<file path="src/rtl/reg_dump_uart_tx.sv">
// Snapshots R0..R7 on start and streams an 18-byte 8N1 UART frame:
// 0xA5 header, 16 big-endian register bytes (R0 first), then an 8-bit checksum.
module reg_dump_uart_tx #(
  parameter int unsigned CLKS_PER_BIT = 434
) (
  input  logic        clk,
  input  logic        reset,
  input  logic        start,
  input  logic [15:0] R0,
  input  logic [15:0] R1,
  input  logic [15:0] R2,
  input  logic [15:0] R3,
  input  logic [15:0] R4,
  input  logic [15:0] R5,
  input  logic [15:0] R6,
  input  logic [15:0] R7,
  output logic        tx,
  output logic        busy,
  output logic        done
);

  localparam int unsigned CW = (CLKS_PER_BIT > 1) ? $clog2(CLKS_PER_BIT) : 1;
  localparam logic [CW-1:0] BAUD_LAST = CW'(CLKS_PER_BIT - 1);
  localparam logic [4:0]    LAST_BYTE = 5'd17;
  localparam logic [7:0]    HEADER    = 8'hA5;

  localparam logic [1:0] S_IDLE  = 2'd0;
  localparam logic [1:0] S_START = 2'd1;
  localparam logic [1:0] S_DATA  = 2'd2;
  localparam logic [1:0] S_STOP  = 2'd3;

  logic [1:0]    state_q, state_d;
  logic [CW-1:0] baud_q, baud_d;
  logic [2:0]    bit_q, bit_d;
  logic [4:0]    byte_q, byte_d;
  logic [7:0]    snap_q [16];
  logic [7:0]    snap_d [16];
  logic [7:0]    csum_q, csum_d;
  logic          tx_q, tx_d;
  logic          busy_q, busy_d;
  logic          done_q, done_d;

  logic [15:0]   r_c [8];
  logic [7:0]    sum_c;
  logic [7:0]    cur_byte_c;
  logic          baud_end_c;

  assign r_c[0] = R0;
  assign r_c[1] = R1;
  assign r_c[2] = R2;
  assign r_c[3] = R3;
  assign r_c[4] = R4;
  assign r_c[5] = R5;
  assign r_c[6] = R6;
  assign r_c[7] = R7;

  // Checksum precomputed from the live inputs and captured with the snapshot
  always_comb begin
    sum_c = 8'h00;
    for (int i = 0; i < 8; i++) begin
      sum_c = sum_c + r_c[i][15:8] + r_c[i][7:0];
    end
  end

  always_comb begin
    cur_byte_c = HEADER;
    if (byte_q == LAST_BYTE) begin
      cur_byte_c = csum_q;
    end else if (byte_q != 5'd0) begin
      cur_byte_c = snap_q[4'(byte_q - 5'd1)];
    end
  end

  assign baud_end_c = (baud_q == BAUD_LAST);

  always_ff @(posedge clk) begin
    if (reset) begin
      state_q <= S_IDLE;
      baud_q  <= '0;
      bit_q   <= 3'd0;
      byte_q  <= 5'd0;
      csum_q  <= 8'h00;
      tx_q    <= 1'b1;
      busy_q  <= 1'b0;
      done_q  <= 1'b0;
      for (int i = 0; i < 16; i++) snap_q[i] <= 8'h00;
    end else begin
      state_q <= state_d;
      baud_q  <= baud_d;
      bit_q   <= bit_d;
      byte_q  <= byte_d;
      csum_q  <= csum_d;
      tx_q    <= tx_d;
      busy_q  <= busy_d;
      done_q  <= done_d;
      for (int i = 0; i < 16; i++) snap_q[i] <= snap_d[i];
    end
  end

  always_comb begin
    state_d = state_q;
    baud_d  = baud_q;
    bit_d   = bit_q;
    byte_d  = byte_q;
    csum_d  = csum_q;
    tx_d    = tx_q;
    busy_d  = busy_q;
    done_d  = 1'b0;
    for (int i = 0; i < 16; i++) snap_d[i] = snap_q[i];

    if (state_q != S_IDLE) begin
      baud_d = baud_end_c ? '0 : baud_q + CW'(1);
    end

    case (state_q)
      S_IDLE: begin
        tx_d   = 1'b1;
        busy_d = 1'b0;
        if (start) begin
          state_d = S_START;
          tx_d    = 1'b0;
          busy_d  = 1'b1;
          baud_d  = '0;
          bit_d   = 3'd0;
          byte_d  = 5'd0;
          csum_d  = sum_c;
          for (int i = 0; i < 8; i++) begin
            snap_d[2*i]   = r_c[i][15:8];
            snap_d[2*i+1] = r_c[i][7:0];
          end
        end
      end
      S_START: begin
        if (baud_end_c) begin
          state_d = S_DATA;
          bit_d   = 3'd0;
          tx_d    = cur_byte_c[0];
        end
      end
      S_DATA: begin
        if (baud_end_c) begin
          if (bit_q == 3'd7) begin
            state_d = S_STOP;
            tx_d    = 1'b1;
          end else begin
            bit_d = bit_q + 3'd1;
            tx_d  = cur_byte_c[bit_q + 3'd1];
          end
        end
      end
      S_STOP: begin
        if (baud_end_c) begin
          if (byte_q < LAST_BYTE) begin
            state_d = S_START;
            byte_d  = byte_q + 5'd1;
            tx_d    = 1'b0;
          end else begin
            state_d = S_IDLE;
            byte_d  = 5'd0;
            busy_d  = 1'b0;
            done_d  = 1'b1;
          end
        end
      end
      default: begin
        state_d = S_IDLE;
      end
    endcase
  end

  assign tx   = tx_q;
  assign busy = busy_q;
  assign done = done_q;

endmodule
</file>
<file path="config.mk">
export PLATFORM = sky130hd
export DESIGN_NAME = reg_dump_uart_tx
export DESIGN_NICKNAME = d
export VERILOG_FILES = /design/src/rtl/reg_dump_uart_tx.sv
export SDC_FILE = /design/constraint.sdc
export NUM_CORES = 1
export LEC_CHECK = 0
export BUFFER_PORTS_ARGS = -buffer_cell sky130_fd_sc_hd__buf_2
export CORE_ASPECT_RATIO = 1.75
export CORE_MARGIN = 8
export CORE_UTILIZATION = 53
export CTS_CLUSTER_SIZE = 40
export DETAILED_ROUTE_END_ITERATION = 8
export PLACE_DENSITY = 0.86
export SLEW_MARGIN = 25
export SYNTH_ARGS = -nofsm -noshare
export SYNTH_HDL_FRONTEND = slang
export SYNTH_SLANG_ARGS = --single-unit
</file>
<file path="constraint.sdc">
create_clock -name clk -period 5.26 [get_ports clk]
set_clock_uncertainty 0.15 [all_clocks]
set_input_delay 0.526 -clock clk [delete_from_list [all_inputs] [get_ports clk]]
set_output_delay 0.526 -clock clk [all_outputs]
set_load 0.01 [all_outputs]
</file>
==> summary by stage, run 1 <==
Run status
The run finished with clean final reports.

STA
The final hold violation count is 0. The worst relative slew slack is between 30% and 40%. At the pin with the least slew margin, the transition time is 1000 ps. The fraction of the cycle the final worst path needs is between 90 and 100%. The count of final max-slew check failures came to 0. After layout, the worst setup slack is 213 ps.

After routing, the total negative slack on setup checks comes to 0 ps. The maximum clock rate is 198 MHz. The number of setup violations in the final report is 0. Setup repair after global routing left no endpoint under its margin. The worst path needs slightly above 5000 ps of the cycle, external delays included.

Worst setup path
The slowest cell on the critical path is fa_1. The worst register-to-register path begins at byte_q[0]. The buffers plus inverters on the worst setup path is 5. At the worst endpoint, the required time is 5470 ps. Walking the worst path, the cells encountered are buf_2 -> fa_1 -> inv_1 -> fa_1 -> inv_1 -> fa_1 -> inv_1 -> fa_1 -> fa_1 -> fa_1 -> inv_1 -> ha_1 -> fa_1 -> a21oi_1 -> nor2_1 -> nor2_1 -> xnor2_1 -> nand2_1 -> a21oi_1. In this run the critical register-to-register path is captured at tx. The kind of cell with the highest combined delay on the critical path is adder cells.

Among the stages of the critical path, the cell type that occurs most often is fa_1. The worst register-to-register path has a setup slack of 1570 ps. The path depth of the worst reg2reg path is 11. Data arrives at the worst endpoint at approximately 5300 ps.

The maximum fanout along the worst path is 2. The worst stage delay on the critical path is about 570 ps. The critical path in this run is classified as input port to flop. The worst setup path is captured at a flop.

STA classifies the critical path startpoint as an input port.

Power and ir drop
The total power per unit cell area is 596 nW/µm². Summed over all cells, the static leakage comes to 5.15 nW. VDD sags by at most 0.763 mV.

Global routing
The overall global routing resource usage is a little under a quarter. The via count of the first global-routing pass came to 7564. The number of antenna violations at the first check in global routing is 0. Entering global routing, the biggest net connects between 90 and 100 pins.

The first global-routing pass estimated between 40000 and 50000 µm of wire. The sum of overflow across all layers after global routing is 0.

Routing
The via density per instance is between 5 and 6. The first TritonRoute pass finished after 7 iterations. For this block, the via count after detailed routing is 7080. The number of nets with antenna violations after routing is 0.

The remaining design rule violation count is 0. The detailed-route wire length per cell is 21.0 µm. The total wire length is 26500 µm. The first routing iteration left 708 violations.

Synth
The top cell type by total area after synthesis is edfxtp_1. The dominant synthesized flop cell is edfxtp_1. The proportion of register bits with asynchronous set or reset after synthesis is 0%. Sequential cells were found to cover 43.8% of the synthesized design area. The synthesized design contains 128 enable-type register cells.

The post-synthesis register bit count is approximately 160. The top cell type by area accounts for 37.9% of the synthesized area. After synthesis, the netlist uses 60 different library cells. After synthesis, the cell types taking the most area are edfxtp_1, fa_1, dfxtp_1, mux4_2, inv_1.

When the netlist entered floorplanning its net count stood at 1118. In this run the mean area of a mapped cell was 11.6 µm². The Yosys step of the flow raised 0 warnings. In this run the cell area of the synthesized design comes to 10100 µm². In the synthesized netlist, the number of instances is slightly below 900.

Clocking
The clock-pin transition on the worst setup and hold timing paths is 70 ps. Hold repair after CTS inserted 0 buffers. The clock passes through at most 2 buffers. Once the clock tree was built, the resizer swapped 0 gates to a different size.

The insertion delay to the later sink of the worst-skew pair is 440 ps. The CTS tree is done. The cell sitting at the root of the clock tree is a clkbuf_16. The number of sinks driven by the clock tree is 158. Post-CTS timing repair inserted 0 buffers for setup. The number of clock buffers inserted by TritonCTS is 17. The depth of the CTS H-tree is 4.

Floorplan
During I/O placement, the number of pins put on the boundary was 134. The vertical extent of the die is 199 µm. The overall die area is about 24000 µm².

Once the floorplan was initialized, standard cells occupied 53.5% of the core. The horizontal extent of the die is ~120 µm. The standard-cell row count is 67. The placeable core region is 18900 µm².

Placed design
The placed wire-length estimate after detailed placement is about 20000 µm. The number of port buffers is 133. The worst-case setup slack after placement is -225 ps. Counting tap cells, the placed design contains a total of 1226 instances. The congestion estimate from routability-driven global placement came to 0.948.

Cells and area
Of the cells placed in the final design, the portion with a size suffix greater than 1 is 21.2%. The finished layout holds ~1300 standard cells, fillers aside. Compared with the post-synthesis result, the final layout area differs by 14.5%. The antenna diode count is 0. In the final design database the tool counted 1246 nets.

Worst hold path
The worst min-delay path category is input port to flop. The worst hold path was traced through 2 stages. The critical hold path startpoint is R4[6]. For hold timing, the worst endpoint is snap_q[9][6].

Flow run
The max-cap violation count is 0.
==> state kept, by name, summed over array words and instances (netlist names) <==
name     cells
baud_q       9
bit_q        3
busy         1
byte_q       5
csum_q       8
done         1
snap_q     128
state_q      2
tx           1
==> layout make-up <==
class,count,area (µm²)
inverter,134,503
sequential,158,4440
tap,241,302
fill,1484,7330
multi-input combinational,541,5020
timing repair buffer,152,808
clock inverter,15,114
clock buffer,17,425
==> worst max path at each step <==
stage                      from   endpoint  cells after the start
after floorplan           R6[2]  csum_q[6]                     18
after global placement    R6[2]  csum_q[6]                     19
after detailed placement  R6[2]  csum_q[6]                     19
after CTS                 R6[2]  csum_q[6]                     19
after global routing      R6[2]  csum_q[6]                     19
final                     R6[2]  csum_q[6]                     19
==> synth_stat cells, drive strengths merged (2+ instances only) <==
master     n
a2111oi    3
a211oi     7
a21o       3
a21oi     35
a221oi     2
a22oi      3
a311oi     2
a31oi      2
a32oi      2
a41oi      2
and2      10
and3      56
buf       15
clkbuf    28
dfxtp     30
edfxtp   128
fa        87
ha        24
inv      134
mux2i     12
mux4      24
nand2     64
nand3     14
nand3b     4
nand4      3
nor2      51
nor2b     33
nor3      25
nor4       2
o21a       2
o21ai      8
o21bai     3
o31ai      2
or4b       2
xnor2     31
xor2       7
==> through the flow <==
| stage | total power (W) | util (%) | cell area (µm²) | hold WS (ps) |
|---|---|---|---|---|
| floorplan | 0.00475 | - | 10100 | 280 |
| global route | 0.00747 | 61.3 | 11600 | 261 |
| CTS | 0.00691 | 61.3 | 11600 | 229 |
| global placement | 0.00557 | 58.4 | 11100 | 292 |
| finish | 0.00692 | 61.3 | 11600 | 238 |
| detailed placement | 0.00578 | 58.4 | 11100 | 299 |
==> power by group <==
part	switching [W]	internal, W	total (W)
combinational	0.00217	0.00183	0.00400
clock	0.000530	0.000607	0.00114
sequential	0.0000951	0.00169	0.00178
total	0.00280	0.00413	0.00692
==> logic make-up after synthesis <==
kind of cell | Yosys count | share of synthesized area (%)
compound gates | 83 | 5.35
xor+xnor | 38 | 3.36
simple gates | 272 | 13.8
buf+inv | 177 | 6.92
mux | 37 | 6.66
flops | 158 | 43.8
fa+ha+maj | 111 | 20.1
==> worst register-to-register path: cells and delay by family, from the launching register on <==
family,cells,cell delay (ps)
DFF,1,310
buffers and inverters,3,800
adders and majority gates,1,360
xor gates and xnor gates,1,460
AOI/OAI and AO/OA,5,960
muxes,1,550
==> routing by layer <==
| layer | global-route usage, % | routed length (µm) | up-vias |
|---|---|---|---|
| met5 | 0 | 0 | - |
| met4 | 15.9 | 1730 | 0 |
| met3 | 4.29 | 1360 | 91 |
| met2 | 43.3 | 15100 | 290 |
| met1 | 23.1 | 8330 | 3472 |
| li1 | - | - | 3227 |
==> placed cells by master (no fill, tap or decap), types with 24 or more instances in the layout <==
| cell | n |
|---|---|
| ha_1 | 24 |
| xnor2_1 | 31 |
| a21oi_1 | 35 |
| dfxtp_1 | 30 |
| edfxtp_1 | 128 |
| nor2b_1 | 33 |
| fa_1 | 87 |
| buf_2 | 133 |
| nand2_1 | 63 |
| nor2_1 | 51 |
| inv_1 | 134 |
| nor3_1 | 25 |
| and3_1 | 56 |
Power figures use the tool's default switching activity.
==> run 2, diff against run 1 <==
- MAX_ROUTING_LAYER: default -> met4
==> summary by stage, run 2 (synthesis results as in run 1) <==
STA
The aggregate negative setup slack came to 0 ps (unchanged). The minimum period implied by the final worst setup slack is 5030 ps (-11.7 ps). The final hold violation count is 0 (unchanged). The maximum clock rate came to 199 MHz (+0.23%). The measured slew at the worst slew-check pin is 961 ps (-39.9 ps). The setup slack of the critical path after layout is 225 ps (+11.7 ps). Setup repair after global routing left no endpoint under its margin. The worst relative slew slack was 35.8% (+2.6 points). The count of final max-slew check failures is 0 (unchanged). The fraction of the cycle the final worst path needs is 95.7% (-0.22 points).

The number of setup violations in the final report is 0 (unchanged).

Run status
The run finished with clean final reports.

Cells and area
In the layout the commonest cells are inv_1, buf_2, edfxtp_1. The fraction of final layout cells with drive strength greater than 1 was 20.9% (-0.35 points). The number of nets at the end of the flow is 1244 (-0.16%). snap_q holds more flip-flops than any other register.

The growth of design area from synthesis to finish is 15.1%. The cell area after layout is 11700 µm² (+0.54%). In the final layout, the registers with the most flip-flops are snap_q (128), baud_q (9), csum_q (8).

The number of flip-flops in the largest register was 128 (unchanged). The most common cell after layout, fill and taps aside is inv_1. The share of the core filled with cells in the final layout is 61.6% (+0.33 points).

Routing
The number of nets with antenna violations after routing is 0 (unchanged). The routed via count is 7250 (+2.4%). The detailed-route wire length per cell was 21.2 µm (+0.96%). The number of iterations in the first detailed-routing pass is 6 (-1). The total wire length is 26700 µm (+0.88%). The number of design-rule violations left by the first detailed-router iteration is 642 (-9.3%).

The remaining design rule violation count is 0 (unchanged). The via density per instance was 5.77 (+2.5%).

Placed design
The number of port buffers came to 133 (unchanged). The worst-case setup slack after placement is -243 ps (-18.4 ps). The post-place instance area is 11100 µm² (-0.20%).

The placed wire-length estimate after detailed placement is 20100 µm (+0.97%). The routability congestion estimate is 0.977 (+3.1%).

Worst setup path
The worst endpoint data arrival time was 5250 ps (about the same). The maximum fanout along the worst path is 2 (unchanged). The buffers plus inverters on the worst setup path was 5 (unchanged). Tracing the worst setup path back leads to its startpoint at R6[2]. On the critical path, the stage with the largest delay is an instance of fa_1. Grouping stages by cell kind, the critical path spends the most delay in adder cells. The kind of launch point of the worst setup path is an input port.

The slack of the worst reg-to-reg path is 1600 ps (+30 ps). The data required time at the worst endpoint is 5480 ps (about the same). Among the stages of the critical path, the cell type that occurs most often is fa_1.

The worst stage delay on the critical path is 560 ps (about the same). The critical register-to-register path startpoint is byte_q[1]. The path depth of the worst reg2reg path was 9 (-2). The worst setup path is captured at a flop. Walking the worst path, the cells encountered are buf_2 -> fa_1 -> inv_1 -> fa_1 -> inv_1 -> fa_1 -> inv_1 -> fa_1 -> fa_1 -> fa_1 -> inv_1 -> ha_1 -> fa_1 -> a21oi_1 -> nor2_1 -> nor2_1 -> xnor2_1 -> nand2_1 -> a21oi_1. The worst setup path is of the input port to flop kind. In this run the critical register-to-register path is captured at tx.

Floorplan
The vertical extent of the die came to 199 µm (unchanged). The horizontal extent of the die is 121 µm (unchanged). The placeable core region is 18900 µm² (unchanged). The starting density of the core was 53.5% (unchanged). The standard-cell row count is 67 (unchanged). The count of boundary I/O pins is 134 (unchanged).

The overall die area is 24000 µm² (unchanged).

Worst hold path
The path class of the tightest hold or removal check is input port to flop. The critical hold path startpoint is R4[6]. The hold path depth is 2 (unchanged). The sink of the worst hold path is snap_q[9][6].

Clocking
The maximum number of buffers from clock root to sink was 2 (unchanged). The number of clock buffers inserted by TritonCTS is 17 (unchanged). The setup fix buffers added after clock tree synthesis is 0 (unchanged).

The number of sinks driven by the clock tree is 158 (unchanged). The buffer type at the clock tree root is clkbuf_16. The post-cts repair resize count was 0 (unchanged). The depth of the CTS H-tree is 4 (unchanged). The insertion delay to the later sink of the worst-skew pair came to 440 ps (about the same). The clock-pin transition on the worst setup and hold timing paths is 60 ps (about the same). The hold buffer count at CTS is 0 (unchanged). The CTS tree is done.

Global routing
The via count of the first global-routing pass is 7779 (+2.8%). The sum of overflow across all layers after global routing is 0 (unchanged). The number of antenna violations at the first check in global routing is 1 (+1).

The global-route wire length before repair is 41000 µm (-0.62%). The overall global routing resource usage is 23.8% (+0.39 points). The pin count of the biggest net entering global routing is 96 (unchanged).

Power and ir drop
The net switching fraction of the power is 39.5% (-0.93 points). The static power due to leakage came to 5.17 nW (+0.31%). The clock network fraction of design power is 18.0% (+1.6 points). The portion of total power attributed to sequential cells is 25.4% (-0.4 points).

The total power is 0.00703 W (+1.6%). The switching power summed over all nets is 0.00278 W (-0.76%). The maximum vdd drop was 0.585 mV (-23%).

The internal power summed over all cells came to 0.00426 W (+3.2%). The part of the total power dissipated in combinational logic is 56.6% (-1.2 points). The total power per unit cell area is 602 nW/µm² (+1.0%).

Flow run
The max-cap violation count was 0 (unchanged).
[run 2: worst max-delay path by stage]
| stage | end | slack, ps | cells after the start |
|---|---|---|---|
| global route | csum_q[6] | 50 | 19 |
| CTS | csum_q[6] | 200 | 19 |
| floorplan | csum_q[6] | 130 | 18 |
| detailed placement | csum_q[6] | -240 | 19 |
| finish | csum_q[6] | 230 | 19 |
| global placement | csum_q[6] | -160 | 19 |
[run 2: layout make-up]
class                   count  area [µm²]
clock buffers              18         429
inverters                 134         503
clock inverters            14         168
fillers                  1461        7270
multi-input cells         541        5020
diodes                      1        2.50
well taps                 241         302
flip-flops and latches    158        4440
repair buffers            150         806
[run 2: power by group through the flow]
stage               clock [W]  sequential (W)  combinational (W)
floorplan                   0         0.00179            0.00296
global placement            0         0.00179            0.00376
detailed placement          0         0.00181            0.00397
CTS                   0.00126         0.00178            0.00400
global route          0.00131         0.00180            0.00448
finish                0.00126         0.00179            0.00398
[run 2: stage by stage]
step | std cells | hold slack [ps]
5_1_grt | 1257 | 266
6_report | 1257 | 258
2_1_floorplan | 876 | 280
3_5_place_dp | 1223 | 302
3_3_place_gp | 1223 | 293
4_1_cts | 1255 | 249
[run 2: per-layer routing]
| metal | GRT usage [%] | share of wire, % | vias up |
|---|---|---|---|
| met5 | - | 0 | - |
| met4 | 20.0 | 8.6 | 0 |
| met3 | 4.12 | 5.0 | 107 |
| met2 | 41.7 | 55 | 333 |
| met1 | 22.1 | 31 | 3589 |
| li1 | - | - | 3221 |
[run 2: worst register-to-register path, delay by kind of cell, from the launching register on]
| kind | cells | cell delay (ps) |
|---|---|---|
| compound gates | 4 | 750 |
| buf+inv | 1 | 110 |
| flops | 1 | 480 |
| fa+ha+maj | 1 | 860 |
| mux | 2 | 860 |
| simple gates | 1 | 350 |
==> run 3, diff against run 2 <==
- CORE_UTILIZATION: 53 -> 51
- PLACE_DENSITY: 0.86 -> 0.75
==> summary by stage, run 3 (synthesis results as in run 1) <==
STA
The minimum period implied by the final worst setup slack came to 5050 ps (+12.1 ps). The worst relative slew slack is 37.4% (+1.5 points). The measured slew at the worst slew-check pin came to 939 ps (-21.6 ps). The number of setup violations in the final report is 0 (unchanged). The final hold slack is 255 ps (-2.59 ps). The count of final max-slew check failures came to 0 (unchanged). The aggregate negative setup slack is 0 ps (unchanged). The fraction of the cycle the final worst path needs came to 96.0% (+0.23 points).

The maximum clock rate was 198 MHz (-0.24%). The final hold violation count is 0 (unchanged). Setup repair after global routing left no endpoint under its margin.

Power and ir drop
The switching power summed over all nets is 0.00278 W (+0.17%). The part of the total power dissipated in combinational logic is 57.5% (+0.9 points). The total power was 0.00712 W (+1.2%). The clock network fraction of design power is 17.3% (-0.7 points). The total power per unit cell area is 610 nW/µm² (+1.3%). The portion of total power attributed to sequential cells is 25.1% (-0.3 points). The maximum vdd drop is 0.798 mV (+36%). The static power due to leakage is 5.18 nW (+0.24%). The net switching fraction of the power is 39.1% (-0.40 points). The internal power summed over all cells came to 0.00434 W (+1.9%).

Cells and area
The number of flip-flops in the largest register is 128 (unchanged). The largest register by flop count is snap_q. In the final layout, the registers with the most flip-flops are snap_q (128), baud_q (9), csum_q (8). The most common cell after layout, fill and taps aside is inv_1. Leaving out fill and tap cells, the most frequent cells in the layout are inv_1, buf_2, edfxtp_1. The fill cell instance count of the final layout came to 1571 (+7.5%).

The number of nets at the end of the flow came to 1243 (-0.080%). The fraction of final layout cells with drive strength greater than 1 is 20.6% (-0.28 points). The share of the core filled with cells in the final layout is 59.4% (-2.3 points). The growth of design area from synthesis to finish is 15.0% (about the same). The cell area after layout came to 11700 µm² (about the same).

Routing
The routed via count is 7057 (-2.7%). The remaining design rule violation count is 0 (unchanged). The via density per instance is 5.59 (-3.0%). The detailed-route wire length per cell is 20.8 µm (-2.2%). The number of nets with antenna violations after routing was 0 (unchanged).

The number of iterations in the first detailed-routing pass came to 5 (-1). The total wire length is 26200 µm (-1.8%). The number of design-rule violations left by the first detailed-router iteration is 453 (-29%).

Global routing
The global-route wire length before repair is 40600 µm (-1.1%). The via count of the first global-routing pass is 7693 (-1.1%). The number of antenna violations at the first check in global routing is 3 (+2). The pin count of the biggest net entering global routing is 68 (-29%). The overall global routing resource usage came to 22.7% (-1.1 points).

The sum of overflow across all layers after global routing is 0 (unchanged).

Worst setup path
Counting stages on the worst path, the most repeated cell is fa_1. The critical path endpoint category is a flop. The data required time at the worst endpoint is 5460 ps (-20 ps). The signal on the critical path passes through buf_2 -> fa_1 -> inv_1 -> fa_1 -> inv_1 -> fa_1 -> inv_1 -> fa_1 -> fa_1 -> fa_1 -> inv_1 -> ha_1 -> fa_1 -> a21oi_1 -> nor2_1 -> nor2_1 -> xnor2_1 -> nand2_1 -> a21oi_1. The critical setup path kind is input port to flop. The worst endpoint data arrival time was 5250 ps (about the same). The maximum fanout along the worst path is 2 (unchanged). The slowest stage of the critical path belongs to the cell fa_1. STA classifies the critical path startpoint as an input port. The worst stage delay on the critical path is 550 ps (about the same).

Run status
The flow ran to the end, and the final reports show no timing, DRC or antenna violations.

Flow run
The max-cap violation count is 0 (unchanged).

Placed design
The post-place instance area was 11100 µm² (+0.17%). The number of port buffers is 133 (unchanged). The routability congestion estimate came to 0.914 (-6.5%).

The placed wire-length estimate after detailed placement is 19800 µm (-1.6%).

Floorplan
The standard-cell row count is 68 (+1.5%). The overall die area came to 24800 µm² (+3.5%). The horizontal extent of the die is 123 µm (+1.7%). The placeable core region is 19700 µm² (+3.7%).

The starting density of the core is 51.6% (-1.9 points). The count of boundary I/O pins is 134 (unchanged). The vertical extent of the die is 203 µm (+1.8%).

Clocking
The insertion delay to the later sink of the worst-skew pair is 430 ps (about the same). The number of clock buffers inserted by TritonCTS was 17 (unchanged). The hold buffer count at CTS was 0 (unchanged). The post-cts repair resize count came to 0 (unchanged). The depth of the CTS H-tree is 4 (unchanged). The cell sitting at the root of the clock tree is a clkbuf_16.

The number of sinks driven by the clock tree is 158 (unchanged). The maximum number of buffers from clock root to sink is 2 (unchanged). The setup fix buffers added after clock tree synthesis is 0 (unchanged). The clock-pin transition on the worst setup and hold timing paths came to 60 ps (about the same). The CTS tree is done.

Worst hold path
The min-delay analysis places its worst path in the category input port to flop.
-- run 3: critical path: cells and delay by family --
kind                       cells  cell delay [ps]
and+or+nand+nor                3              240
AOI/OAI and AO/OA              2              300
buffers and inverters          5              330
adders and majority gates      8             3700
xor gates and xnor gates       1              140
-- run 3: final timing paths --
path | start | endpoint | slack [ps] | depth (start not counted)
min reg2reg | csum_q[5] | csum_q[5] | 310 | 2
max reg2reg | byte_q[1] | tx | 1670 | 10
min | R4[6] | snap_q[9][6] | 260 | 2
max | R6[2] | csum_q[6] | 210 | 19
-- run 3: metal layers --
metal  global-route usage [%]  share of wire, %  vias up
met5                        -                 0        -
met3                     2.95               3.9       89
met1                     21.4                32     3483
li1                         -                 -     3217
met2                     40.7                57      268
met4                     16.8               7.1        0
-- run 3: layout make-up --
type,count,area [µm²],area share [%]
diodes,3,7.51,0.0644
clock buffers,28,541,4.63
clock inverters,4,47.5,0.408
inverters,134,503,4.31
multi-input cells,541,5020,43.0
flip-flops and latches,158,4440,38.1
well taps,245,307,2.63
repair buffers,149,798,6.84
-- run 3: stage by stage --
step                std cells  worst slack [ps]
finish                   1262               213
floorplan                 876               131
detailed placement       1227              -204
global route             1262              18.8
CTS                      1259               212
global placement         1227              -157
-- run 3: power by group through the flow --
stage,clock network [W],registers [W],logic (W)
floorplan,0,0.00179,0.00296
global placement,0,0.00180,0.00393
detailed placement,0,0.00181,0.00407
CTS,0.00124,0.00179,0.00414
global route,0.00129,0.00181,0.00459
finish,0.00123,0.00179,0.00409
